`src/rtl/vend_if.sv`:
```
// Coin, handshake and status signals between the vending scheduler and its
// coin mechanism, dispenser and change hopper.
interface vend_if;
  logic       I;
  logic       J;
  logic       cancel;
  logic       vend_ack;
  logic       chg_ack;
  logic       vend_req;
  logic       chg_req;
  logic       coin_reject;
  logic [3:0] credit;
  logic       busy;

  modport master (
    output I, J, cancel, vend_ack, chg_ack,
    input  vend_req, chg_req, coin_reject, credit, busy
  );

  modport slave (
    input  I, J, cancel, vend_ack, chg_ack,
    output vend_req, chg_req, coin_reject, credit, busy
  );
endinterface

```
`src/rtl/vend_scheduler.sv`:
```
// Coin-credit vending scheduler: accumulates Rs.5/Rs.10 coins, vends, pays change/refunds.
// Optional inactivity auto-refund in CREDIT is enabled by defining VEND_TIMEOUT_EN.
module vend_scheduler #(
  parameter int PRICE_UNITS = 3,
  parameter int MAX_UNITS   = 7,
  parameter int TIMEOUT_CYC = 1000
) (
  input logic   clk,
  input logic   reset,
  vend_if.slave bus
);

  typedef enum logic [2:0] {
    ST_IDLE   = 3'd0,
    ST_CREDIT = 3'd1,
    ST_VEND   = 3'd2,
    ST_CHANGE = 3'd3,
    ST_REFUND = 3'd4
  } state_t;

  localparam logic [4:0] MAX_L    = 5'(MAX_UNITS);
  localparam logic [4:0] PRICE5_L = 5'(PRICE_UNITS);
  localparam logic [3:0] PRICE4_L = 4'(PRICE_UNITS);

  state_t     state_r, state_s;
  logic [3:0] credit_r, credit_s;
  logic       vend_req_r, vend_req_s;
  logic       chg_req_r, chg_req_s;
  logic       coin_reject_r, coin_reject_s;
  logic       busy_r, busy_s;
  logic [4:0] sum_s;
  logic       accept_s;
  logic       hit_price_s;

`ifdef VEND_TIMEOUT_EN
  localparam int TMO_W = $clog2(TIMEOUT_CYC + 1);
  localparam logic [TMO_W-1:0] TMO_L = TMO_W'(TIMEOUT_CYC);
  logic [TMO_W-1:0] tmo_r, tmo_s;
`endif

  // Next-state, next-credit and next-output decode
  always_comb begin
    state_s       = state_r;
    credit_s      = credit_r;
    vend_req_s    = 1'b0;
    chg_req_s     = 1'b0;
    coin_reject_s = 1'b0;
    sum_s         = {1'b0, credit_r} + (bus.J ? 5'd2 : 5'd1);
    accept_s      = bus.I && (sum_s <= MAX_L);
    hit_price_s   = (sum_s >= PRICE5_L);
`ifdef VEND_TIMEOUT_EN
    tmo_s         = '0;
`endif
    case (state_r)
      ST_IDLE: begin
        if (accept_s) begin
          credit_s   = sum_s[3:0];
          vend_req_s = hit_price_s;
          state_s    = hit_price_s ? ST_VEND : ST_CREDIT;
        end else begin
          coin_reject_s = bus.I;
        end
      end
      ST_CREDIT: begin
        // Cancel outranks a coin arriving in the same cycle
        if (bus.cancel) begin
          state_s       = ST_REFUND;
          chg_req_s     = 1'b1;
          coin_reject_s = bus.I;
        end else if (accept_s) begin
          credit_s   = sum_s[3:0];
          vend_req_s = hit_price_s;
          state_s    = hit_price_s ? ST_VEND : ST_CREDIT;
        end else begin
          coin_reject_s = bus.I;
`ifdef VEND_TIMEOUT_EN
          if (tmo_r == TMO_L) begin
            state_s   = ST_REFUND;
            chg_req_s = 1'b1;
          end else begin
            tmo_s = tmo_r + TMO_W'(1);
          end
`endif
        end
      end
      ST_VEND: begin
        coin_reject_s = bus.I;
        if (bus.vend_ack && vend_req_r) begin
          credit_s = credit_r - PRICE4_L;
          if (credit_r != PRICE4_L) begin
            state_s   = ST_CHANGE;
            chg_req_s = 1'b1;
          end else begin
            state_s = ST_IDLE;
          end
        end else begin
          vend_req_s = 1'b1;
        end
      end
      ST_CHANGE, ST_REFUND: begin
        coin_reject_s = bus.I;
        // Each acknowledged coin drops the request for one cycle
        if (bus.chg_ack && chg_req_r) begin
          credit_s = credit_r - 4'd1;
          if (credit_r == 4'd1) begin
            state_s = ST_IDLE;
          end else begin
            state_s = state_r;
          end
        end else if (credit_r == 4'd0) begin
          state_s = ST_IDLE;
        end else begin
          chg_req_s = 1'b1;
        end
      end
      default: begin
        state_s  = ST_IDLE;
        credit_s = 4'd0;
      end
    endcase
    busy_s = (state_s == ST_VEND) || (state_s == ST_CHANGE) || (state_s == ST_REFUND);
  end

  // State and registered outputs, cleared asynchronously by reset
  always_ff @(posedge clk or negedge reset) begin
    if (!reset) begin
      state_r       <= ST_IDLE;
      credit_r      <= 4'd0;
      vend_req_r    <= 1'b0;
      chg_req_r     <= 1'b0;
      coin_reject_r <= 1'b0;
      busy_r        <= 1'b0;
    end else begin
      state_r       <= state_s;
      credit_r      <= credit_s;
      vend_req_r    <= vend_req_s;
      chg_req_r     <= chg_req_s;
      coin_reject_r <= coin_reject_s;
      busy_r        <= busy_s;
    end
  end

`ifdef VEND_TIMEOUT_EN
  // Inactivity counter for the CREDIT auto-refund
  always_ff @(posedge clk or negedge reset) begin
    if (!reset) begin
      tmo_r <= '0;
    end else begin
      tmo_r <= tmo_s;
    end
  end
`endif

  assign bus.vend_req    = vend_req_r;
  assign bus.chg_req     = chg_req_r;
  assign bus.coin_reject = coin_reject_r;
  assign bus.credit      = credit_r;
  assign bus.busy        = busy_r;

endmodule

```
`src/flat_wrapper.sv`:
```
// flat-port wrapper written by rule: the top's interface ports become plain ports
module vend_scheduler_flat 
#(
  parameter int PRICE_UNITS = 3,
  parameter int MAX_UNITS   = 7,
  parameter int TIMEOUT_CYC = 1000
)
  (clk, reset, bus_I, bus_J, bus_cancel, bus_vend_ack, bus_chg_ack, bus_vend_req, bus_chg_req, bus_coin_reject, bus_credit, bus_busy);
  vend_if bus_i ();
  input logic clk;
  input logic reset;
  input wire logic [$bits(bus_i.I)-1:0] bus_I;
  input wire logic [$bits(bus_i.J)-1:0] bus_J;
  input wire logic [$bits(bus_i.cancel)-1:0] bus_cancel;
  input wire logic [$bits(bus_i.vend_ack)-1:0] bus_vend_ack;
  input wire logic [$bits(bus_i.chg_ack)-1:0] bus_chg_ack;
  output wire logic [$bits(bus_i.vend_req)-1:0] bus_vend_req;
  output wire logic [$bits(bus_i.chg_req)-1:0] bus_chg_req;
  output wire logic [$bits(bus_i.coin_reject)-1:0] bus_coin_reject;
  output wire logic [$bits(bus_i.credit)-1:0] bus_credit;
  output wire logic [$bits(bus_i.busy)-1:0] bus_busy;
  assign bus_i.I = bus_I;
  assign bus_i.J = bus_J;
  assign bus_i.cancel = bus_cancel;
  assign bus_i.vend_ack = bus_vend_ack;
  assign bus_i.chg_ack = bus_chg_ack;
  assign bus_vend_req = bus_i.vend_req;
  assign bus_chg_req = bus_i.chg_req;
  assign bus_coin_reject = bus_i.coin_reject;
  assign bus_credit = bus_i.credit;
  assign bus_busy = bus_i.busy;
  vend_scheduler #(.PRICE_UNITS(PRICE_UNITS), .MAX_UNITS(MAX_UNITS), .TIMEOUT_CYC(TIMEOUT_CYC)) u_core (.clk(clk), .reset(reset), .bus(bus_i));
endmodule
```
`config.mk`:
```
export PLATFORM = sky130hd
export DESIGN_NAME = vend_scheduler_flat
export DESIGN_NICKNAME = d
export VERILOG_FILES = /design/src/rtl/vend_if.sv /design/src/rtl/vend_scheduler.sv /design/src/flat_wrapper.sv
export SDC_FILE = /design/constraint.sdc
export NUM_CORES = 1
export LEC_CHECK = 0
export CORE_MARGIN = 2
export CORE_UTILIZATION = 51
export CTS_CLUSTER_DIAMETER = 50
export DETAILED_ROUTE_END_ITERATION = 6
export PLACE_DENSITY_LB_ADDON = 0.2
export SLEW_MARGIN = 20
export SYNTH_ARGS = -nofsm -noshare
export SYNTH_HDL_FRONTEND = slang
export SYNTH_SLANG_ARGS = --single-unit
```
`constraint.sdc`:
```
create_clock -name clk -period 2.3 [get_ports clk]
set_input_delay 0.46 -clock clk [delete_from_list [all_inputs] [get_ports clk]]
set_output_delay 0.46 -clock clk [all_outputs]
set_load 0.01 [all_outputs]
```
# Word-level counts from Yosys, hierarchy flattened
# Index checks and enable logic that the tools add are counted.
dict set report word_totals {
  elab_cells 61
  output_inout_bits 8
  register_bits 11
  in_bits 7
}
dict set report op_classes {
  n_eq_ne 12
  reduce_logical 10
  order_cmp 2
  n_addsub 3
  n_mux 28
}
# cell n
set op_table {}
lappend op_table {{3-bit two-way mux} 6}
lappend op_table {{4-bit two-way mux} 4}
lappend op_table {{4-bit case mux with 4 select lines} 1}
lappend op_table {{3-bit by 2-bit == test with 1-bit output (second input constant)} 4}
lappend op_table {{3-bit case mux with 4 select lines} 1}
lappend op_table {{1-bit two-way mux} 10}
lappend op_table {{1-bit case mux with 3 select lines} 3}
lappend op_table {{3-bit == test (second input constant)} 2}
lappend op_table {{2-bit two-way mux} 3}
lappend op_table {{4-bit by 5-bit adder with 5-bit output} 1}
lappend op_table {{5-bit by 2-bit greater-or-equal comparator with 1-bit output (second input constant)} 1}
lappend op_table {{5-bit by 3-bit <= comparator with 1-bit output (second input constant)} 1}
lappend op_table {{4-bit by 1-bit == test with 1-bit output (second input constant)} 1}
lappend op_table {{4-bit zero test} 1}
lappend op_table {{2-bit by 1-bit inequality test with 1-bit output (second input constant)} 2}
lappend op_table {{4-bit by 2-bit inequality test with 1-bit output (second input constant)} 1}
lappend op_table {{4-bit by 1-bit subtractor with 4-bit output (second input constant)} 1}
lappend op_table {{4-bit by 2-bit subtractor with 4-bit output (second input constant)} 1}
lappend op_table {{3-bit by 1-bit == test with 1-bit output (second input constant)} 1}
lappend op_table {{1-bit logical AND} 3}
lappend op_table {{3-bit zero test} 1}
lappend op_table {{3-bit AND reduction} 1}
lappend op_table {{3-bit OR reduction} 1}
lappend op_table {{1-bit logical OR} 2}
lappend op_table {{other kinds (2)} 2}

# Longest topological paths before layout
# Gate-level depths: netlist of the first run.
dict set report logic_depth {
  word_depth 10
  ltp_mapped 8
  ltp_nobuf 8
}

# Worst setup path before layout of the first run
# No wires, ideal clock.
dict set report synth_path {
  kind {register to register}
  startpoint {register u_core.credit_r[0], in the netlist u_core.bus.credit[0]}
  endpoint {register u_core.credit_r[0], in the netlist u_core.bus.credit[0]}
  required_time_ns 2.175
  path_slack_ns 0.103
  stages_incl_launch_ff 8
  setup_ns 0.125
  arrival_ns 2.073
  path_buffers 0
  period_less_slack_ns 2.197
  path_cell_list {dfrtp_1 > ha_1 > fa_1 > nand4b_1 > o21ai_0 > a21oi_1 > nor2_1 > mux2_2}
}
dict set report synth_between {
  elab_chain_cells 6
  word_cells_on_any_way 10
  cone_classes {add/sub (3); order compare (1); mux (5); reduce/logical (1)}
}
# element line
set synth_rtl {}
lappend synth_rtl {{from (decl)} vend_scheduler.sv:26} ;# logic [3:0] credit_r, credit_s;
lappend synth_rtl {{from (signal assigned)} vend_scheduler.sv:135} ;# credit_r <= credit_s;
lappend synth_rtl {{4-bit by 5-bit adder with 5-bit output} vend_scheduler.sv:48} ;# sum_s = {1'b0, credit_r} + (bus.J ? 5'd2 : 5'd1);
lappend synth_rtl {{5-bit by 3-bit <= comparator with 1-bit output} vend_scheduler.sv:49} ;# accept_s = bus.I && (sum_s <= MAX_L);
lappend synth_rtl {{1-bit logical AND} vend_scheduler.sv:49}
lappend synth_rtl {{4-bit two-way mux} {vend_scheduler.sv:56, vend_scheduler.sv:70}}
lappend synth_rtl {{4-bit two-way mux} vend_scheduler.sv:66} ;# if (bus.cancel) begin
lappend synth_rtl {{4-bit case mux with 4 select lines *} vend_scheduler.sv:54} ;# case (state_r)
# Every way passes the cells marked *; elsewhere a longest branch is shown, timed or not. The select of a mux whose other input is x is not followed.
# A chain may end at the register's enable or synchronous reset.

# Worst setup path after layout of the first run
dict set report layout_path {
  startpoint {input port bus_J}
  endpoint {register u_core.credit_r[2], in the netlist u_core.bus.credit[2]}
}
dict set report layout_between {
  elab_chain_cells 7
}
# element line
set layout_rtl {}
lappend layout_rtl {{from (decl)} flat_wrapper.sv:13} ;# input wire logic [$bits(bus_i.J)-1:0] bus_J;
lappend layout_rtl {{2-bit two-way mux *} vend_scheduler.sv:48}
lappend layout_rtl {{4-bit by 5-bit adder with 5-bit output *} vend_scheduler.sv:48}
lappend layout_rtl {{5-bit by 3-bit <= comparator with 1-bit output} vend_scheduler.sv:49}
lappend layout_rtl {{1-bit logical AND} vend_scheduler.sv:49}
lappend layout_rtl {{4-bit two-way mux *} {vend_scheduler.sv:56, vend_scheduler.sv:70}}
lappend layout_rtl {{4-bit two-way mux} vend_scheduler.sv:66}
lappend layout_rtl {{4-bit case mux with 4 select lines *} vend_scheduler.sv:54}
# Marked as above.

==> results of run 1 <==
routing by layer:
metal  global-route usage (%)  up-vias  share of wire [%]
li1                         -      444                  -
met1                     30.7      417                 45
met2                     38.9       33                 47
met3                     3.02        6                6.3
met4                     8.33        0                1.7
met5                        0        -                  0
cell usage after synthesis, types with 3 or more instances:
| library cell | n | area share, % |
|---|---|---|
| inv_1 | 5 | 1.9 |
| buf_6 | 3 | 3.5 |
| o21ai_0 | 7 | 3.6 |
| nand2_1 | 9 | 3.5 |
| mux2_2 | 3 | 3.5 |
| dfrtp_1 | 11 | 28 |
| a21oi_1 | 13 | 6.7 |
| nor2_1 | 8 | 3.1 |
| ha_1 | 6 | 7.8 |
cells by family (layout without fill, tap and decap cells):
family	Yosys count	after routing	share of synthesized area, %
compound gates	39	39	28.0
xor+xnor	1	1	0.907
simple gates	37	37	21.8
flops	11	11	28.5
buf+inv	11	31	7.51
mux	3	3	3.50
fa+ha+maj	7	7	9.84
worst max path at each step:
stage / from / to / depth (start not counted)
floorplan: u_core.bus.credit[0] / u_core.bus.credit[0] / 7
global placement: bus_J / u_core.bus.credit[3] / 9
detailed placement: bus_J / u_core.bus.credit[2] / 9
CTS: bus_J / u_core.bus.credit[2] / 9
global route: bus_J / u_core.bus.credit[2] / 9
finish: bus_J / u_core.bus.credit[2] / 9
sequential cells by signal (all words and copies together), names as in the netlist:
| name | cells |
|---|---|
| u_core.bus.chg_req | 1 |
| u_core.bus.vend_req | 1 |
| u_core.bus.busy | 1 |
| u_core.state_r | 3 |
| u_core.bus.credit | 4 |
| u_core.bus.coin_reject | 1 |
power by group:
group          internal [mW]  switching [mW]  total, mW
Combinational          0.659           0.612       1.27
Clock                 0.0671          0.0664      0.133
Sequential             0.287           0.183      0.471
Total                   1.01           0.862       1.88
metrics by stage:
| step | utilization, % | instance area [um2] | power, mW |
|---|---|---|---|
| floorplan | - | 966 | 1.30 |
| finish | 68.2 | 1190 | 1.88 |
| global placement | 65.5 | 1140 | 1.65 |
| global route | 68.2 | 1190 | 2.03 |
| CTS | 68.2 | 1190 | 1.86 |
| detailed placement | 65.5 | 1140 | 1.68 |
cell type report:
cell class                      instances  area share [%]
Clock buffer                            4            2.21
Inverter                                5            1.58
Multi-Input combinational cell         87            53.7
Sequential cell                        11            23.1
Tap cell                               25            2.63
Timing Repair Buffer                   22            16.7
timing repair:
item / 4_1_cts / 5_1_grt
hold buffers: 0 / 0
resized for setup: 7 / 0
setup endpoints to repair: 6 / 0
critical path: stages:
cell           delay (ns)
dlygate4sd2_1        0.23
inv_1                0.08
ha_4                 0.18
fa_2                 0.37
nand4b_1             0.18
o21ai_1              0.17
a21oi_2              0.07
or3_1                0.33
a32o_1               0.22
==> flow_summary.ini, run 1 <==
[worst_setup_path]
worst_setup_path_end_kind = flop
start_kind = input pin
cp_data_arrival_time_ns = 2.29
critical_path.reg2reg.endpoint = u_core.bus.busy
timing_worst_setup_path_type = in2reg
r2r_startpoint = u_core.bus.credit[0]
cp_data_required_time_ns = 2.46
worst-r2r-setup-slack_ns = 0.22
worst-r2r-cell-count = 8
critical_path.max_fanout = 3

[place]
pre_cts_slack_ns = -0.465
finalWeightedCongestion = 1.01
numPlacedInstances = 150
detailed_place_hpwl_um = 1660
io_buffer_count = 14

[clock_tree]
clkTransAtPathRegs_ns = 0.08
cts.sink_count = 11
post-cts-setup-buffers = 0
max-clock-path-buffers = 2
h_tree_lvl_count = 1
tritoncts.num_buffers = 3
tritoncts_clock_tree = yes
worst_skew_pair.late_latency_ns = 0.27
clk_root_buf = clkbuf_4

[timing]
relSlewSlack_pct = 61.3
worst_clock_skew_ns = 0.00746
fin_hold_ws_ns = 0.532
final.min_clock_period_ns = 2.13
worst_slew_pin_slew_ns = 0.580
final.period_utilization_pct = 92.6
finalSetupViolCount = 0
report.final.hold_viol_count = 0
rsz0062_at_grt = false
postLayoutSetupSlackWorst_ns = 0.169
finalSetupTns_ns = 0
timing.final.max_slew_violations = 0
maxClockFrequency_ghz = 0.469

[route]
drt.antenna.violating_nets = 0
drt_via_density = 5.84
drt-initial-drc-count = 20
num_vias = 900
dr.pass1.iters = 4
route.detailed.drc = 0
post_drt_wl_per_cell_um = 14.8
postRouteWirelength_um = 2270

[yosys]
synth_area_per_cell_um2 = 8.86
asyncSetResetFlopFracSynth_pct = 100
synth_warnings = 0
synthesis.nets = 123
yosys_register_bits = 11
mappedNetlistArea_um2 = 966
post_synth_inst_count = 109
synth-main-ff-cell = dfrtp_1
yosysSeqAreaShare_pct = 28.5
synth_enable_flop_cells = 0
post_synth_num_cell_types = 42

[pwr]
p_leak_nw = 0.519
power.ir.vdd_worst_mv = 0.834
power_density_mw_per_mm2 = 1580

[final_layout]
fraction_of_final_layout_cells_with_drive_strength_greater_than_1_pct = 18.6
layout_fillers = 140
register_area_um2 = 275
n_antenna_cell = 0
finalNonFillerCells = 154
areaGrowthSynthToFinish_pct = 23.2
final_net_count = 144
multi_input_comb_area_um2 = 639
mostFrequentLayoutCell = clkdlybuf4s50_1
layout_common_cells = 13 x clkdlybuf4s50_1, 12 x a21oi_1, 11 x dfrtp_1

[job]
cap_viol_max_count = 0

[global_routing]
first_global_vias = 814
grt.total_usage_pct = 23.3
pin_count_of_the_biggest_net_entering_global_routing = 19
antenna_found_initial = 0
grt_pass1_wl_um = 3680
total_gr_overflow = 0

[floorplanning]
floorplan.die.height_um = 47.5
dieWidth_um = 47.5
io_pins = 15
core_area_mm2 = 0.00175
die_area_mm2 = 0.00226
initial_utilization_pct = 55.3
std_cell_rows = 15

[hold_path]
min_path_type = in2async

[status]
status = completed
(Power assumes the default switching activity.)
==> run 2: changes to the inputs <==
MAX_ROUTING_LAYER = met4   (was unset)
==> run 2 against run 1 <==
Power down 0.21%. Core utilization up 0.50 points. Clock power grew 5%. Final cell count increased by 0.65%. Sequential power fell by 4.5%. Fmax rose by 0.71%. Register-to-register slack barely moved. Critical endpoint is now u_core.bus.credit[3]. Die area unchanged. Via count shrank 0.11%. Non-clock buffer count up 1. Critical path depth unchanged.
==> flow_summary.ini, run 2 (synthesis gave the netlist of run 1 again) <==
[status]
status = completed

[worst_setup_path]
worst-r2r-cell-count = 7
timing_worst_setup_path_type = in2reg
start_kind = input pin
worst_path_largest_cell_delay_ns = 0.37
critical_path.slowest_cell = fa_2
cp_data_required_time_ns = 2.47
worst_setup_path_end_kind = flop
path_cells = dlygate4sd2_1 -> inv_2 -> ha_4 -> fa_2 -> nand4b_1 -> o21ai_1 -> a21oi_2 -> or3_1 -> a32o_1
cp_data_arrival_time_ns = 2.29
critical_path.max_fanout = 3

[clock_tree]
post-cts-setup-buffers = 0
cts.sink_count = 11
tritoncts.num_buffers = 3
max-clock-path-buffers = 2
tritoncts_clock_tree = yes
clk_root_buf = clkbuf_4
h_tree_lvl_count = 1
worst_skew_pair.late_latency_ns = 0.28
clkTransAtPathRegs_ns = 0.08

[timing]
relSlewSlack_pct = 62.9
worst_clock_skew_ns = 0.000851
rsz0062_at_grt = false
postLayoutSetupSlackWorst_ns = 0.184
maxClockFrequency_ghz = 0.473
finalSetupViolCount = 0
final.min_clock_period_ns = 2.12
report.final.hold_viol_count = 0
worst_slew_pin_slew_ns = 0.557
final.period_utilization_pct = 92.0
timing.final.max_slew_violations = 0
fin_hold_ws_ns = 0.524

[route]
dr.pass1.iters = 4
route.detailed.drc = 0
num_vias = 899
drt_via_density = 5.80
post_drt_wl_per_cell_um = 13.9
drt-initial-drc-count = 37
postRouteWirelength_um = 2160
drt.antenna.violating_nets = 0

[final_layout]
fraction_of_final_layout_cells_with_drive_strength_greater_than_1_pct = 20.8
final_design_area_no_fill_mm2 = 0.00120
layout_fillers = 141
areaGrowthSynthToFinish_pct = 24.1
multi_input_comb_area_um2 = 639
mostFrequentLayoutCell = clkdlybuf4s50_1
max_ffs_per_register = 4
layout_common_cells = 13 x clkdlybuf4s50_1, 12 x a21oi_1, 11 x dfrtp_1
n_antenna_cell = 0
register_area_um2 = 275
final_net_count = 145

[floorplanning]
io_pins = 15
floorplan.die.height_um = 47.5
std_cell_rows = 15
die_area_mm2 = 0.00226
dieWidth_um = 47.5
core_area_mm2 = 0.00175
initial_utilization_pct = 55.3

[place]
finalWeightedCongestion = 1.01
placed_cell_area_mm2 = 0.00115
io_buffer_count = 14
pre_cts_slack_ns = -0.471
detailed_place_hpwl_um = 1640

[pwr]
p_total_mw = 1.87
swShare_pct = 45.7
switchingPower_mw = 0.854
sequential_fraction_of_design_power_pct = 24.1
p_leak_nw = 0.526
p_comb_share_pct = 68.5
clock_power_share_pct = 7.5
power.ir.vdd_worst_mv = 0.906
power_density_mw_per_mm2 = 1560
intPower_mw = 1.02

[global_routing]
grt_pass1_wl_um = 3590
grt.total_usage_pct = 23.8
pin_count_of_the_biggest_net_entering_global_routing = 19
antenna_found_initial = 0
total_gr_overflow = 0
first_global_vias = 837

[hold_path]
min_path_type = in2async

[job]
cap_viol_max_count = 0
run 2: worst paths after layout:
kind	start	end	slack [ns]
max in group asynchronous	reset	u_core.bus.credit[1]	1.42
worst max register to register	u_core.bus.credit[0]	u_core.bus.credit[3]	0.21
worst max-delay path	bus_J	u_core.bus.credit[3]	0.18
min in group clk	u_core.bus.vend_req	u_core.bus.vend_req	0.66
worst min-delay path	reset	u_core.bus.vend_req	0.52
worst min register to register	u_core.bus.vend_req	u_core.bus.vend_req	0.66
run 2: critical path, delay by kind of cell:
kind / cells / cell delay (ns)
adders and majority gates: 2 / 0.53
AOI/OAI and AO/OA: 3 / 0.46
buffers and inverters: 2 / 0.29
and+or+nand+nor: 2 / 0.54
run 2: stage by stage:
step	util, %	cells	setup TNS (ns)
6_report	68.7	155	0
5_1_grt	68.7	155	0
4_1_cts	68.7	155	0
3_5_place_dp	65.9	151	-3.00
3_3_place_gp	65.9	151	-2.42
2_1_floorplan	-	109	0
run 2: what timing repair did:
item,CTS,global route
endpoints found under the setup margin,5,0
hold buffers,0,0
resized for setup,8,0
run 2: final cells by class:
type                       count  share of cell area, %
multi-input combinational     87                   53.3
sequential                    11                   23.0
timing repair buffer          23                   17.2
tap                           25                   2.61
clock buffer                   3                   1.88
inverter                       5                   1.57
clock inverter                 1                  0.418
run 2: metal layers:
metal / vias to the layer above / global-route usage [%] / routed length, um
met5: - / - / 0
met4: 0 / 11.7 / 60
met3: 7 / 3.77 / 97
met2: 30 / 35.9 / 970
met1: 419 / 30.7 / 1030
li1: 443 / - / -
run 2: power groups by stage:
| stage | sequential (mW) | combinational, mW | clock, mW |
|---|---|---|---|
| after floorplan | 0.408 | 0.893 | 0 |
| after global placement | 0.444 | 1.22 | 0 |
| after detailed placement | 0.445 | 1.23 | 0 |
| after CTS | 0.446 | 1.28 | 0.144 |
| after global routing | 0.476 | 1.42 | 0.148 |
| final | 0.450 | 1.28 | 0.140 |
==> run 3: changes to the inputs <==
MAX_ROUTING_LAYER = unset   (was met4)
==> results of run 3 <==
Final layout, timing and power as in run 1 (identical DEF).
==> RTL change 1: new RTL, flow settings as in run 1 <==
Re-encode `state_t` (5 states) as one-hot, 5 bits wide.
--- a/src/rtl/vend_scheduler.sv
+++ b/src/rtl/vend_scheduler.sv
@@ -11,10 +11,10 @@
 );
 
-  typedef enum logic [2:0] {
-    ST_IDLE   = 3'd0,
-    ST_CREDIT = 3'd1,
-    ST_VEND   = 3'd2,
-    ST_CHANGE = 3'd3,
-    ST_REFUND = 3'd4
+  typedef enum logic [4:0] {
+    ST_IDLE   = 5'b00001,
+    ST_CREDIT = 5'b00010,
+    ST_VEND   = 5'b00100,
+    ST_CHANGE = 5'b01000,
+    ST_REFUND = 5'b10000
   } state_t;
 
Check against the original RTL: no difference found for any inputs over 10 cycles, from zero or initial values and one cycle with reset low; not proved beyond that.
==> RTL change 1 against run 1 <==
Area after synthesis is 4.0% higher; final area is 8.0% higher; setup slack better by 2.7 ps; fmax is 0.13% higher; global-route usage is 0.34 points lower; clock skew is 1.7 ps higher; wire length is 11% higher; sequential cell count is 2 higher.
Power is left out: it rests on default switching activity, and per cell area and clock period it moved more than threefold.
==> RTL change 1: results <==
metrics = {
    "run_status": {
        "run_status": "finished, final reports clean",
    },
    "cells_and_area": {
        "multi_input_comb_area_um2": 636,
        "inverters": 8,
        "non_clock_buffer_count": 26,
        "largest_reg_flops": 5,
        "post_route_cells_drive_above_1_share": 0.221,
        "fill_cells": 158,
        "multiInputCombCellCount": 89,
    },
    "routing": {
        "route.met2.wl_mm": 1.28,
        "detailedRoute.firstIterationViolations": 38,
        "post_drt_via_cell_ratio": 5.63,
        "drt-met1-wl_mm": 1.13,
        "drt-pass1-iter-count": 7,
        "total_met3_wirelength_after_detailed_routing_um": 99,
        "routedWlPerCell_um": 15.1,
    },
    "global_routing": {
        "maximum_number_of_pins_on_one_net_before_global_route_repair": 14,
        "grtUsageTotal": 0.229,
        "groute.layer.met1.usage": 0.299,
    },
    "timing": {
        "worst_clock_skew_ps": 9.12,
        "timing_worst_slew_pin_value_ps": 634,
        "layout_min_cycle_time_ps": 2130,
    },
    "synthesis": {
        "syn_inst_count": 116,
        "synth-compound-area-share": 0.229,
        "yosys-mux-area-fraction": 0.0324,
        "seq_area_frac_synth": 0.325,
        "synth-xor-area-share": 0.0262,
        "netlist-cell-type-count": 46,
        "post_synth_main_area_contributors": "sky130_fd_sc_hd__dfrtp_1, sky130_fd_sc_hd__ha_1, sky130_fd_sc_hd__nand2_1",
    },
    "critical_path": {
        "ff2ff_path_depth": 6,
        "critical_path.startpoint": "u_core.bus.credit[1]",
        "worstReg2RegStart": "u_core.bus.credit[1]",
        "critPathMaxFanout": 6,
        "endpoint": "u_core.bus.credit[0]",
        "ff2ff_setup_slack_ps": 170,
        "critical-path-slowest-cell": "sky130_fd_sc_hd__dfrtp_1",
    },
    "placed_design": {
        "gp_routability_congestion": 0.880,
        "placed_cell_area_um2": 1240,
        "detailedPlace.worstSlack_ps": -299,
        "dpl.cell_count": 163,
    },
    "cts": {
        "clock_sink_count": 13,
    },
}
[RTL change 1: cell types whose count changed in the layout (fill, tap and decap cells not counted), sizes merged, moves of 2 or more]
cell / before / now
a22oi: 3 / 0
inv: 5 / 8
nand3b: 2 / 0
a211oi: 0 / 2
o31ai: 0 / 2
a32oi: 2 / 0
nand3: 1 / 6
nand2: 9 / 12
a21oi: 13 / 5
a32o: 2 / 0
buf: 8 / 12
[RTL change 1: repair_timing]
| item | in CTS | in global routing |
|---|---|---|
| gates resized for setup | 1 | 6 |
| hold buffers | 0 | 0 |
| endpoints found under the setup margin | 2 | 6 |
| pin swaps | 1 | 2 |
| hold endpoints to repair | 0 | 0 |
[RTL change 1: critical path: cells and delay by family, from the launching register on]
| kind | cells | cell delay, ps |
|---|---|---|
| AO/OA/AOI/OAI | 4 | 880 |
| adder cells (fa/ha/maj) | 1 | 320 |
| flip-flops | 1 | 460 |
| multiplexers | 1 | 360 |
==> RTL change 2: new RTL, settings of run 1 <==
Without the edit above. Add a define of `VEND_TIMEOUT_EN`.
--- a/src/rtl/vend_scheduler.sv
+++ b/src/rtl/vend_scheduler.sv
@@ -1,4 +1,6 @@
 // Coin-credit vending scheduler: accumulates Rs.5/Rs.10 coins, vends, pays change/refunds.
 // Optional inactivity auto-refund in CREDIT is enabled by defining VEND_TIMEOUT_EN.
+`define VEND_TIMEOUT_EN
+
 module vend_scheduler #(
   parameter int PRICE_UNITS = 3,
Function: same outputs for any inputs over 10 cycles, from zero or initial values and one cycle with reset low; that may be too few to reach the edited logic, so the function may still have changed.
==> RTL change 2 against run 1 <==
Area after synthesis grew 47%; wire length increased by 54%; setup slack got worse by 47 ps; final area rose by 49%; sequential share of layout area increased by 6.5 points; combinational power rose by 11%; sequential cell count up 10; total power grew 19%; critical path depth is 1 lower; sequential power grew 35%; largest cell class unchanged.
==> RTL change 2: results <==
metrics = {
    "placed_design": {
        "place_hpwl_mm": 2.44,
        "detailedPlace.worstSlack_ps": -504,
        "gp_routability_congestion": 0.923,
    },
    "critical_path": {
        "critPathMaxStageDelay_ps": 450,
        "critical-path-top-delay-family": "simple AND/OR/NAND/NOR gates",
        "critical-path-slowest-cell": "sky130_fd_sc_hd__dfrtp_1",
        "critPathMaxFanout": 5,
        "worstReg2RegStart": "u_core.bus.credit[1]",
        "timing.setup.critical_path_class": "reg2reg",
    },
    "run_status": {
        "run_status": "finished, final reports clean",
    },
    "global_routing": {
        "grt_first_pass_wirelength_mm": 5.69,
        "grt_use_met3": 0.0323,
        "grtUsageTotal": 0.223,
        "groute.layer.met1.usage": 0.264,
        "globalRouteMet2Util": 0.414,
        "maximum_number_of_pins_on_one_net_before_global_route_repair": 22,
        "first_global_vias": 1321,
    },
    "pwr": {
        "vdd.ir_drop.worst_uv": 949,
        "leakage_nw": 0.797,
    },
    "synthesis": {
        "synth-xor-area-share": 0.0677,
        "synth_common_cells": "sky130_fd_sc_hd__dfrtp_1, sky130_fd_sc_hd__nand2_1, sky130_fd_sc_hd__nor2_1",
        "netlist-cell-type-count": 46,
        "synthAdderAreaFrac": 0.0844,
        "yosys-mux-area-fraction": 0.0237,
        "post_synth_main_area_contributors": "sky130_fd_sc_hd__dfrtp_1, sky130_fd_sc_hd__ha_1, sky130_fd_sc_hd__nand2_1",
        "seq_area_frac_synth": 0.369,
    },
    "cts": {
        "cts_setup_buffers": 2,
        "worst_skew_pair.late_latency_ps": 310,
        "path_clk_slew_ps": 120,
        "holdBufCountCts": 0,
        "post_cts.resized_instances": 9,
    },
    "routing": {
        "detailedRoute.firstIterationViolations": 29,
        "drt-met1-wl_mm": 1.38,
        "drt-pass1-iter-count": 7,
        "total_met3_wirelength_after_detailed_routing_um": 171,
        "route.met2.wl_mm": 1.92,
        "post_drt_via_cell_ratio": 5.98,
        "routedWlPerCell_um": 16.1,
    },
    "timing": {
        "worst_clock_skew_ps": 0.730,
        "timing_worst_slew_pin_value_ps": 476,
    },
    "cells_and_area": {
        "largest_reg_flops": 10,
        "nNetsFinal": 204,
        "fill_cells": 234,
    },
}
## RTL change 2: cell count changes after synthesis, sizes merged, moves of 7 or more
| cell | change |
|---|---|
| nor2 | +8 |
| a21oi | -7 |
| inv | +8 |
| dfrtp | +10 |
| nand2 | +9 |
## RTL change 2: through the flow
stage / hold WS [ps] / utilization / cells / area, um^2 / TNS [ps]
3_5_place_dp: 514 / 0.606 / 208 / 1640 / -7200
3_3_place_gp: 493 / 0.606 / 208 / 1640 / -6700
6_report: 482 / 0.655 / 218 / 1780 / 0
2_1_floorplan: 164 / - / 159 / 1420 / 0
5_1_grt: 497 / 0.655 / 218 / 1780 / 0
4_1_cts: 488 / 0.638 / 215 / 1730 / 0
## RTL change 2: final cells by class
class                      instances  area (um^2)  share of cell area
multi-input combinational        119          861               0.485
sequential                        21          526               0.296
timing repair buffer              30          274               0.154
inverter                          13         48.8              0.0275
tap                               31         38.8              0.0218
clock buffer                       3         22.5              0.0127
clock inverter                     1         5.00             0.00282
## RTL change 2: logic make-up (layout without fill, tap and decap cells)
group | after synthesis | after routing
xor+xnor | 11 | 11
simple gates | 60 | 60
mux | 3 | 3
flops | 21 | 21
buf+inv | 19 | 47
compound gates | 36 | 36
fa+ha+maj | 9 | 9
## RTL change 2: path summary, 6_finish.rpt
path	slack [ps]	endpoint	cells after the start
worst max-delay path	120	u_core.tmo_r[2]	8
min in group clk	520	u_core.tmo_r[0]	1
worst max register to register	120	u_core.tmo_r[2]	8
worst min-delay path	480	u_core.bus.vend_req	2
max in group asynchronous	1590	u_core.tmo_r[6]	2
worst min register to register	520	u_core.tmo_r[0]	1
## RTL change 2: power breakdown
| part | switching (mW) | internal (mW) |
|---|---|---|
| registers | 0.168 | 0.466 |
| logic | 0.727 | 0.688 |
| clock network | 0.120 | 0.0650 |
| total | 1.01 | 1.22 |
